==> config.mk <==
export PLATFORM = sky130hd
export DESIGN_NAME = ej32_lsu_gen
export DESIGN_NICKNAME = d
export VERILOG_FILES = /design/src/rtl/ej32_pkg.sv /design/src/rtl/ej32_ring_ptr.sv /design/src/rtl/ej32_lsu_gen.sv
export SDC_FILE = /design/constraint.sdc
export NUM_CORES = 1
export LEC_CHECK = 0
export BUFFER_PORTS_ARGS = -buffer_cell sky130_fd_sc_hd__buf_4
export CAP_MARGIN = 20
export CORE_MARGIN = 3
export CORE_UTILIZATION = 40
export CTS_CLUSTER_DIAMETER = 80
export DETAILED_ROUTE_END_ITERATION = 10
export GPL_ROUTABILITY_DRIVEN = 0
export PLACE_DENSITY_LB_ADDON = 0.25
export SYNTH_ARGS = -nofsm -noshare
export SYNTH_HDL_FRONTEND = slang
export SYNTH_SLANG_ARGS = --single-unit
==> constraint.sdc <==
create_clock -name clk -period 3 [get_ports clk]
set_input_delay 0.45 -clock clk [delete_from_list [all_inputs] [get_ports clk]]
set_output_delay 0.45 -clock clk [all_outputs]
set_load 0.005 [all_outputs]
==> src/rtl/ej32_pkg.sv <==
`default_nettype none
// +----------------------------------------------------------------------+
// | ej32_pkg                                                             |
// | Shared types and beat-geometry helpers for the eJ32 load/store unit.  |
// | Revision: 1.0                                                        |
// +----------------------------------------------------------------------+
package ej32_pkg;

  typedef enum logic [1:0] {
    OP_LOAD  = 2'd0,
    OP_STORE = 2'd1,
    OP_GET   = 2'd2,
    OP_PUT   = 2'd3
  } lsu_op_t;

  typedef enum logic [1:0] {
    ST_IDLE  = 2'd0,
    ST_BEAT  = 2'd1,
    ST_DRAIN = 2'd2,
    ST_RESP  = 2'd3
  } lsu_state_t;

  // Bus beats needed for a 2**lgsz byte access; narrow accesses take one beat.
  function automatic logic [2:0] nbeats(input logic [1:0] lgsz, input int bus_bytes);
    int sz;
    sz = 1 << lgsz;
    if (sz > bus_bytes) return 3'(sz / bus_bytes);
    return 3'd1;
  endfunction

  // Byte enables for one beat; bit bus_bytes-1 is the lowest byte address.
  function automatic logic [3:0] be_mask(input logic [1:0] addr_lo, input logic [1:0] lgsz,
                                         input int bus_bytes);
    int sz;
    int o;
    sz = 1 << lgsz;
    o  = int'(addr_lo) % bus_bytes;
    if (sz >= bus_bytes) return 4'((1 << bus_bytes) - 1);
    return 4'(((1 << sz) - 1) << (bus_bytes - o - sz));
  endfunction

endpackage
`default_nettype wire

==> src/rtl/ej32_ring_ptr.sv <==
`default_nettype none
// +----------------------------------------------------------------------+
// | ej32_ring_ptr                                                        |
// | Console ring pointer: fixed base, 2**BUF_LG byte window, wraps on inc.|
// | Revision: 1.0                                                        |
// +----------------------------------------------------------------------+
module ej32_ring_ptr #(
  parameter int ASZ    = 17,
  parameter int BASE   = 'h1000,
  parameter int BUF_LG = 10
) (
  input  logic           clk,
  input  logic           rst,
  input  logic           inc,
  output logic [ASZ-1:0] ptr
);

  localparam logic [ASZ-1:0] c_base = ASZ'(BASE);

  logic [BUF_LG-1:0] r_off;

  always_ff @(posedge clk) begin
    if (!rst) begin
      r_off <= '0;
    end else if (inc) begin
      r_off <= r_off + BUF_LG'(1);
    end
  end

  assign ptr = {c_base[ASZ-1:BUF_LG], r_off};

endmodule
`default_nettype wire

==> src/rtl/ej32_lsu_gen.sv <==
`default_nettype none
// +----------------------------------------------------------------------+
// | ej32_lsu_gen                                                         |
// | Big-endian load/store/get/put sequencer for a 1/2/4 byte memory bus.  |
// | Revision: 1.0                                                        |
// +----------------------------------------------------------------------+
module ej32_lsu_gen
  import ej32_pkg::*;
#(
  parameter int DSZ       = 32,
  parameter int ASZ       = 17,
  parameter int BUS_BYTES = 1,
  parameter int TIB       = 'h1000,
  parameter int OBUF      = 'h1400,
  parameter int BUF_LG    = 10
) (
  input  logic                   clk,
  input  logic                   rst,
  input  logic                   req_valid,
  output logic                   req_ready,
  input  logic [1:0]             req_op,
  input  logic [1:0]             req_lgsz,
  input  logic                   req_sext,
  input  logic [ASZ-1:0]         req_addr,
  input  logic [DSZ-1:0]         req_wdata,
  output logic                   rsp_valid,
  output logic                   rsp_err,
  output logic [DSZ-1:0]         rsp_rdata,
  output logic [ASZ-1:0]         mem_addr,
  output logic                   mem_en,
  output logic                   mem_we,
  output logic [BUS_BYTES-1:0]   mem_be,
  output logic [8*BUS_BYTES-1:0] mem_wdata,
  input  logic [8*BUS_BYTES-1:0] mem_rdata,
  output logic [ASZ-1:0]         ibuf_ptr,
  output logic [ASZ-1:0]         obuf_ptr
);

  localparam int             c_bw        = 8 * BUS_BYTES;
  localparam logic [3:0]     c_bus       = 4'(BUS_BYTES);
  localparam logic [1:0]     c_lane_mask = 2'(BUS_BYTES - 1);
  localparam logic [ASZ-1:0] c_align     = ~ASZ'(BUS_BYTES - 1);

  lsu_state_t     r_state, w_next;
  lsu_op_t        r_op, w_op;
  logic [1:0]     r_lgsz, w_lgsz, r_addr_lo;
  logic           r_sext, r_err, r_rd_pend;
  logic           w_accept, w_ring, w_err, w_read, w_rd_beat, w_sign;
  logic [ASZ-1:0] r_baddr, w_addr;
  logic [2:0]     r_left;
  logic [DSZ-1:0] r_sdata, r_acc, w_sdata, w_lane, w_ext, w_szmask;
  logic [3:0]     w_sz, w_bb, w_off;
  logic [c_bw-1:0] w_rd_shift, w_bmask;

  // Command decode; GET/PUT become byte accesses at the current ring pointer.
  always_comb begin
    w_op     = lsu_op_t'(req_op);
    w_accept = req_valid && req_ready;
    w_ring   = (w_op == OP_GET) || (w_op == OP_PUT);
    w_lgsz   = w_ring ? 2'd0 : req_lgsz;
    w_addr   = req_addr;
    if (w_op == OP_GET)      w_addr = ibuf_ptr;
    else if (w_op == OP_PUT) w_addr = obuf_ptr;
    w_err = 1'b0;
    if (!w_ring) begin
      case (req_lgsz)
        2'd1:    w_err = req_addr[0];
        2'd2:    w_err = |req_addr[1:0];
        2'd3:    w_err = 1'b1;
        default: w_err = 1'b0;
      endcase
    end
    w_sdata = req_wdata << (DSZ - (8 << w_lgsz));
  end

  // Per-beat lane geometry: w_bb bytes starting at lane offset w_off.
  always_comb begin
    w_sz       = 4'd1 << r_lgsz;
    w_bb       = (w_sz < c_bus) ? w_sz : c_bus;
    w_off      = (w_sz < c_bus) ? 4'(r_addr_lo & c_lane_mask) : 4'd0;
    w_rd_shift = mem_rdata >> (8 * (BUS_BYTES - int'(w_off) - int'(w_bb)));
    w_bmask    = {c_bw{1'b1}} >> (c_bw - 8 * int'(w_bb));
    w_lane     = DSZ'(w_rd_shift & w_bmask);
    case (r_lgsz)
      2'd0: begin w_sign = r_acc[7];  w_szmask = DSZ'({8{1'b1}});  end
      2'd1: begin w_sign = r_acc[15]; w_szmask = DSZ'({16{1'b1}}); end
      default: begin w_sign = r_acc[DSZ-1]; w_szmask = '1; end
    endcase
    w_ext = r_acc | ((r_sext && w_sign) ? ~w_szmask : '0);
  end

  always_comb begin
    w_read = (r_op == OP_LOAD) || (r_op == OP_GET);
    w_next = r_state;
    case (r_state)
      ST_IDLE:  if (w_accept) w_next = w_err ? ST_RESP : ST_BEAT;
      ST_BEAT:  if (r_left == 3'd1) w_next = w_read ? ST_DRAIN : ST_RESP;
      ST_DRAIN: w_next = ST_RESP;
      ST_RESP:  w_next = ST_IDLE;
      default:  w_next = ST_IDLE;
    endcase
  end

  always_ff @(posedge clk) begin
    if (!rst) begin
      r_state   <= ST_IDLE;
      r_op      <= OP_LOAD;
      r_lgsz    <= 2'd0;
      r_addr_lo <= 2'd0;
      r_sext    <= 1'b0;
      r_err     <= 1'b0;
      r_rd_pend <= 1'b0;
      r_baddr   <= '0;
      r_left    <= 3'd0;
      r_sdata   <= '0;
      r_acc     <= '0;
    end else begin
      r_state   <= w_next;
      r_rd_pend <= w_rd_beat;
      if (w_accept) begin
        r_op      <= w_op;
        r_lgsz    <= w_lgsz;
        r_addr_lo <= w_addr[1:0];
        r_sext    <= req_sext && (w_op == OP_LOAD);
        r_err     <= w_err;
        r_baddr   <= w_addr & c_align;
        r_left    <= nbeats(w_lgsz, BUS_BYTES);
        r_sdata   <= w_sdata;
        r_acc     <= '0;
      end else if (r_state == ST_BEAT) begin
        r_baddr <= r_baddr + ASZ'(BUS_BYTES);
        r_left  <= r_left - 3'd1;
        r_sdata <= r_sdata << c_bw;
      end
      // Read data lands one cycle after its beat; append it below earlier bytes.
      if (r_rd_pend) r_acc <= (r_acc << (8 * int'(w_bb))) | w_lane;
    end
  end

  always_comb begin
    req_ready = (r_state == ST_IDLE);
    mem_en    = (r_state == ST_BEAT);
    mem_we    = mem_en && !w_read;
    mem_be    = mem_en ? BUS_BYTES'(be_mask(r_addr_lo, r_lgsz, BUS_BYTES)) : '0;
    mem_addr  = r_baddr;
    mem_wdata = r_sdata[DSZ-1 -: c_bw] >> (8 * int'(w_off));
    w_rd_beat = mem_en && w_read;
    rsp_valid = (r_state == ST_RESP);
    rsp_err   = rsp_valid && r_err;
    rsp_rdata = (rsp_valid && w_read && !r_err) ? w_ext : '0;
  end

  ej32_ring_ptr #(.ASZ(ASZ), .BASE(TIB), .BUF_LG(BUF_LG)) u_ibuf (
    .clk (clk),
    .rst (rst),
    .inc (rsp_valid && !r_err && (r_op == OP_GET)),
    .ptr (ibuf_ptr)
  );

  ej32_ring_ptr #(.ASZ(ASZ), .BASE(OBUF), .BUF_LG(BUF_LG)) u_obuf (
    .clk (clk),
    .rst (rst),
    .inc (rsp_valid && !r_err && (r_op == OP_PUT)),
    .ptr (obuf_ptr)
  );

endmodule
`default_nettype wire

; After elaboration in Yosys (flattened, before gate mapping)
; Index checks and enable logic that the tools add are counted.
[classes]
eq_ne = 14
n_bitwise = 4
addsub = 9
mux = 32
n_shift = 10
magnitude_cmp = 3
reduce_logical = 23
[ops]
columns = op, n
row1 = $mux W32, 6
row2 = $mux W17, 4
row3 = $pmux W32 S2, 1
row4 = $shl A1 B2 Y32 const A, 2
row5 = $ge A32 B2 Y1 const B, 1
row6 = $gt A32 B2 Y1 const B, 1
row7 = $not A32 Y32, 1
row8 = $or A32 B32 Y32, 1
row9 = $or A32 B8 Y32, 1
row10 = $shl A1 B32 Y32 const A, 1
row11 = $shl A32 B32 Y1, 1
row12 = $shl A32 B32 Y32, 1
row13 = $shl A32 B7 Y32, 1
row14 = $shl A4 B2 Y32 const A, 1
row15 = $shr A8 B32 Y8, 1
row16 = $shr A8 B32 Y8 const A, 1
row17 = $sub A2 B32 Y32 const A, 1
row18 = $sub A32 B2 Y32 const B, 1
row19 = $sub A7 B32 Y32 const A, 1
row20 = $add A10 B1 Y10 const B, 2
row21 = $add A17 B1 Y17 const B, 1
row22 = $eq A2 B2 Y1 const B, 8
row23 = $mux W3, 4
row24 = $logic_and A1 B1 Y1, 11
row25 = other kinds (21), 41
[word_totals]
ff_bits = 113
in_bits = 65

; Longest topological paths before layout
[logic_depth]
word_depth = 10
depth_mapped = 8
mapped_depth_nobuf = 6

; Modules after synthesis
; A second synthesis with hierarchy kept.
[hier_totals]
cells_unflattened = 724
hier_area_um2 = 5962.0
[modules_own_cells]
columns = mod, area_each_um2, instances, seq_area_each_um2, cells_per_inst
row1 = ej32_lsu_gen, 4916.0, 1, 1861.8, 608
row2 = ej32_ring_ptr, 523.0, 2, 200.2, 58

; Worst setup path before layout
; OpenSTA, ideal clock, no wires.
[synth_path]
path_kind = reg2out
from = register r_state[1]
to = output rsp_rdata[10]
required_time_ps = 2550
path_slack_ps = 1154
arrival_time_ps = 1396
path_buffers = 1
stages_incl_launch_ff = 5
path_cell_list = dfxtp_1 > ha_1 > nor3b_1 > clkbuf_1 > o21a_1
[synth_between]
elab_chain_cells = 4
[synth_rtl]
columns = item, line
row1 = "start, declared", ej32_lsu_gen.sv:44  ; lsu_state_t r_state, w_next;
row2 = "start signal, assigned", ej32_lsu_gen.sv:118  ; r_state <= w_next;
row3 = $eq A2 B2 Y1, ej32_lsu_gen.sv:148  ; rsp_valid = (r_state == ST_RESP);
row4 = via rsp_valid, ej32_lsu_gen.sv:26  ; output logic rsp_valid,
row5 = $logic_and A1 B1 Y1 (2 in series), ej32_lsu_gen.sv:150  ; rsp_rdata = (rsp_valid && w_read && !r_err) ? w_ext : '0;
row6 = $mux W32, ej32_lsu_gen.sv:150
row7 = "end, declared", ej32_lsu_gen.sv:28  ; output logic [DSZ-1:0] rsp_rdata,
; The timed path passes the listed nets, and every way through them passes these cells.

; Worst setup path after layout
[layout_path]
from = register r_acc[15]
to = output rsp_rdata[14]
[layout_between]
elab_chain_cells = 5
[layout_rtl]
columns = item, line
row1 = "start, declared", ej32_lsu_gen.sv:51  ; logic [DSZ-1:0] r_sdata, r_acc, w_sdata, w_lane, w_ext, w_szmask;
row2 = "start signal, assigned", ej32_lsu_gen.sv:136  ; if (r_rd_pend) r_acc <= (r_acc << (8 * int'(w_bb))) | w_lane;
row3 = $pmux W1 S2, ej32_lsu_gen.sv:84  ; case (r_lgsz)
row4 = $logic_and A1 B1 Y1, ej32_lsu_gen.sv:89  ; w_ext = r_acc | ((r_sext && w_sign) ? ~w_szmask : '0);
row5 = $mux W32, ej32_lsu_gen.sv:89
row6 = $or A32 B32 Y32, ej32_lsu_gen.sv:89
row7 = $mux W32, ej32_lsu_gen.sv:150
; No other way between the ends.

==> results.tsv <==
stage	metric	value	unit
status	status	finished, final reports clean	
global_route	grt_max_degree	65	
setup_path	cp_cell_sequence	mux2i_1 -> nor3b_2 -> buf_4 -> nor2b_1 -> o21a_1 -> buf_4	
sta	finalClockSkew	0.00855	ns
setup_path	crit_path_top_delay_cell	nor2b_1	
drt	vias_per_cell	5.21	
cells_and_area	drive_gt1_share	23.7	%
clocking	cts_resized	0	
clocking	cts_num_sinks	113	
clocking	cts_buffers	17	
synthesis	synth.avg_cell_area	8.17	µm²
min_path	hp-class	input pin to register	
sta	slew_headroom	63.8	%
synthesis	netlist_area	0.00600	mm²
floorplan	core-area	0.0146	mm²
power_and_ir_drop	power.total	5.57	mW
cells_and_area	syn_to_final_growth	28.7	%
sta	finalSetupViolCount	0	
floorplan	die_area	0.0165	mm²
setup_path	setup.worst_path.end_class	output port	
sta	slew_violations	0	
placed_design	dp_hpwl	11000	µm
clocking	cts-root-buf	clkbuf_16	
clocking	tritoncts	built	
global_route	grt_remaining_overflow	0	
min_path	hold_end	r_sdata[23]	
setup_path	worst-path-buf-inv	2	
setup_path	ff2ff_setup_slack	0.77	ns
power_and_ir_drop	leakage	3.15	nW
drt	drt_first_pass_iters	4	
power_and_ir_drop	power.density	722	mW/mm²
synthesis	synth-main-ff-cell	dfxtp_1	
synthesis	ys_seq_area_share	37.7	%
drt	wl_per_cell	15.6	µm
floorplan	io_pins	162	
floorplan	rows	44	
setup_path	critPathArrivalTime	2.02	ns
clocking	htree_num_levels	4	
setup_path	path_common_cell	buf_4	
drt	vias	5428	
placed_design	io_buffers	147	
synthesis	async_reset_ff_share	0	%
sta	max_freq	0.405	GHz
sta	setup-tns-final	0	ns
floorplan	dieHeight	128	µm
setup_path	critPathMaxFanout	17	
clocking	clockBufferDepth	2	
global_route	grt_antenna_before_repair	0	
clocking	clk-insertion-delay-late	0.41	ns
clocking	clk_pin_slew	0.06	ns
synthesis	synth-edff-count	0	
clocking	cts_hold_buf	0	
setup_path	crit_family	simple AND/OR/NAND/NOR gates	
sta	fin_crit	2.47	ns
drt	drc	0	
setup_path	r2r_cells	7	
sta	rsz0062_at_grt	no	
min_path	hold_depth	2	
clocking	post-cts-setup-buffer-count	0	
floorplan	initial_utilization	41.1	%
global_route	grt_pass1_vias	5114	
setup_path	r2r_end	r_sdata[18]	
synthesis	synthCells	734	
setup_path	rr_startpoint	r_state[0]	
global_route	grt_pass1_wl	26200	µm
global_route	track_usage	19.7	%
setup_path	startpoint_type	register	
power_and_ir_drop	vdd_drop_max	0.000411	V
sta	hold_viol_final	0	
synthesis	synth-seq-cells	113	
drt	wl	16200	µm
synthesis	yosys_warnings	0	
min_path	holdCritStartpoint	req_wdata[7]	
synthesis	synth_cell_types	55	
sta	post-route-period-util	82.4	%
floorplan	chipWidth	128	µm
setup_path	critical_path_required	2.55	ns
setup_path	path_class	register to output port	
flow_run	maxCapViolations	0	
setup_path	max_stage_delay	0.46	ns
cells_and_area	antenna_cells	0	
cells_and_area	fin_util	52.9	%
drt	final_antenna_net_count	0	
sta	tightest_slew	0.540	ns
cells_and_area	fin_nets	918	
drt	drt_iter0_drc	319	
registers in the layout, indices dropped and copies added (netlist names):
| register | cells |
|---|---|
| r_acc | 32 |
| r_rd_pend | 1 |
| u_obuf.r_off | 10 |
| r_sext | 1 |
| r_err | 1 |
| r_op | 2 |
| r_state | 2 |
| u_ibuf.r_off | 10 |
| r_lgsz | 2 |
| r_sdata | 32 |
| r_left | 3 |
| mem_addr | 17 |
cell families after synthesis:
logic type / Yosys count / synth area share, %
multiplexers: 30 / 5.05
XOR/XNOR: 28 / 4.09
AO/OA/AOI/OAI: 201 / 20.7
adder cells (fa/ha/maj): 8 / 1.67
AND/OR/NAND/NOR: 260 / 23.0
other: 2 / 0.125
buffers and inverters: 92 / 7.66
flip-flops: 113 / 37.7
cell usage after synthesis (3+ instances only):
| cell type | count | area share [%] |
|---|---|---|
| o21a_1 | 25 | 3.1 |
| buf_1 | 4 | 0.25 |
| a21boi_0 | 9 | 1.1 |
| o2bb2ai_1 | 6 | 0.88 |
| o21ai_0 | 59 | 4.9 |
| nor2b_1 | 21 | 2.2 |
| buf_2 | 18 | 1.5 |
| xnor2_1 | 18 | 2.6 |
| buf_4 | 24 | 3.0 |
| ha_1 | 8 | 1.7 |
| nor4_1 | 7 | 0.73 |
| nand4_1 | 8 | 0.83 |
| mux2i_1 | 28 | 4.7 |
| and2_1 | 32 | 3.3 |
| and3_1 | 12 | 1.3 |
| o211a_1 | 5 | 0.83 |
| dfxtp_1 | 113 | 38 |
| clkbuf_1 | 33 | 2.1 |
| nor3_1 | 11 | 0.92 |
| nand3b_1 | 18 | 2.3 |
| nand3_1 | 12 | 1.0 |
| inv_1 | 12 | 0.75 |
| xor2_1 | 10 | 1.5 |
| a22oi_1 | 16 | 2.0 |
| or3_1 | 3 | 0.31 |
| nand2_1 | 89 | 5.6 |
| a21oi_1 | 64 | 5.3 |
| nor2_1 | 32 | 2.0 |
cell type report:
class                      instances  area (µm²)
sequential                       113        2260
timing repair buffer             160        1210
fill                            1391        6870
inverter                          12        45.0
multi-input combinational        541        3340
clock buffer                      19         443
clock inverter                    13         186
tap                              184         230
worst reg2reg max path: stages (launching register included):
cell       delay, ns
dfxtp_1         0.33
inv_1           0.10
ha_1            0.33
and2_1          0.42
buf_4           0.26
and3_1          0.25
and2_1          0.32
o2bb2ai_1       0.16
metal layers:
| metal | GRT usage [%] | routed length (µm) | up-vias |
|---|---|---|---|
| met2 | 30.1 | 7430 | 152 |
| li1 | - | - | 2753 |
| met4 | 5.93 | 178 | 0 |
| met3 | 4.82 | 956 | 11 |
| met1 | 27.7 | 7660 | 2512 |
| met5 | 0 | 0 | - |
placed cells by master, fill, tap and decap left out, types with 5 or more instances in the layout:
| master | netlist | routed |
|---|---|---|
| conb_1 | 2 | 14 |
| dfxtp_1 | 113 | 113 |
| o2bb2ai_1 | 6 | 6 |
| nand3b_1 | 18 | 18 |
| nand4_1 | 8 | 8 |
| nor2b_1 | 21 | 21 |
| o21ai_0 | 59 | 59 |
| ha_1 | 8 | 7 |
| xnor2_1 | 18 | 18 |
| a22oi_1 | 16 | 16 |
| a21boi_0 | 9 | 9 |
| o211a_1 | 5 | 5 |
| nor4_1 | 7 | 7 |
| buf_4 | 24 | 159 |
| inv_1 | 12 | 12 |
| xor2_1 | 10 | 10 |
| clkbuf_16 | 0 | 17 |
| nor2_1 | 32 | 32 |
| and2_1 | 32 | 32 |
| a21oi_1 | 64 | 64 |
| nand2_1 | 89 | 88 |
| nor3_1 | 11 | 11 |
| mux2i_1 | 28 | 28 |
| o21a_1 | 25 | 25 |
| nand3_1 | 12 | 12 |
| and3_1 | 12 | 12 |
metrics by stage:
step	cells	setup WS, ns	area (µm²)	hold slack, ns
detailed placement	1010	0.794	7090	0.459
floorplan	746	1.15	6040	0.432
global route	1042	0.273	7720	0.246
finish	1042	0.529	7720	0.261
CTS	1042	0.505	7720	0.243
global placement	1010	0.868	7090	0.458
worst max path at each step:
stage / cells past startpoint / from / end / slack (ns)
final: 6 / r_acc[15] / rsp_rdata[14] / 0.53
after global routing: 6 / r_acc[15] / rsp_rdata[11] / 0.27
after CTS: 5 / r_state[1] / mem_we / 0.51
after detailed placement: 7 / r_state[0] / r_sdata[19] / 0.79
after global placement: 7 / r_state[0] / r_sdata[17] / 0.87
after floorplan: 4 / r_state[1] / rsp_rdata[10] / 1.15
power breakdown:
group / internal, mW / leakage, nW / switching [mW] / total (mW)
combinational: 0.671 / 1.94 / 0.841 / 1.51
sequential: 1.73 / 0.920 / 0.195 / 1.93
clock: 1.41 / 0.295 / 0.718 / 2.13
Note: power is estimated with default switching activity, not from simulation.
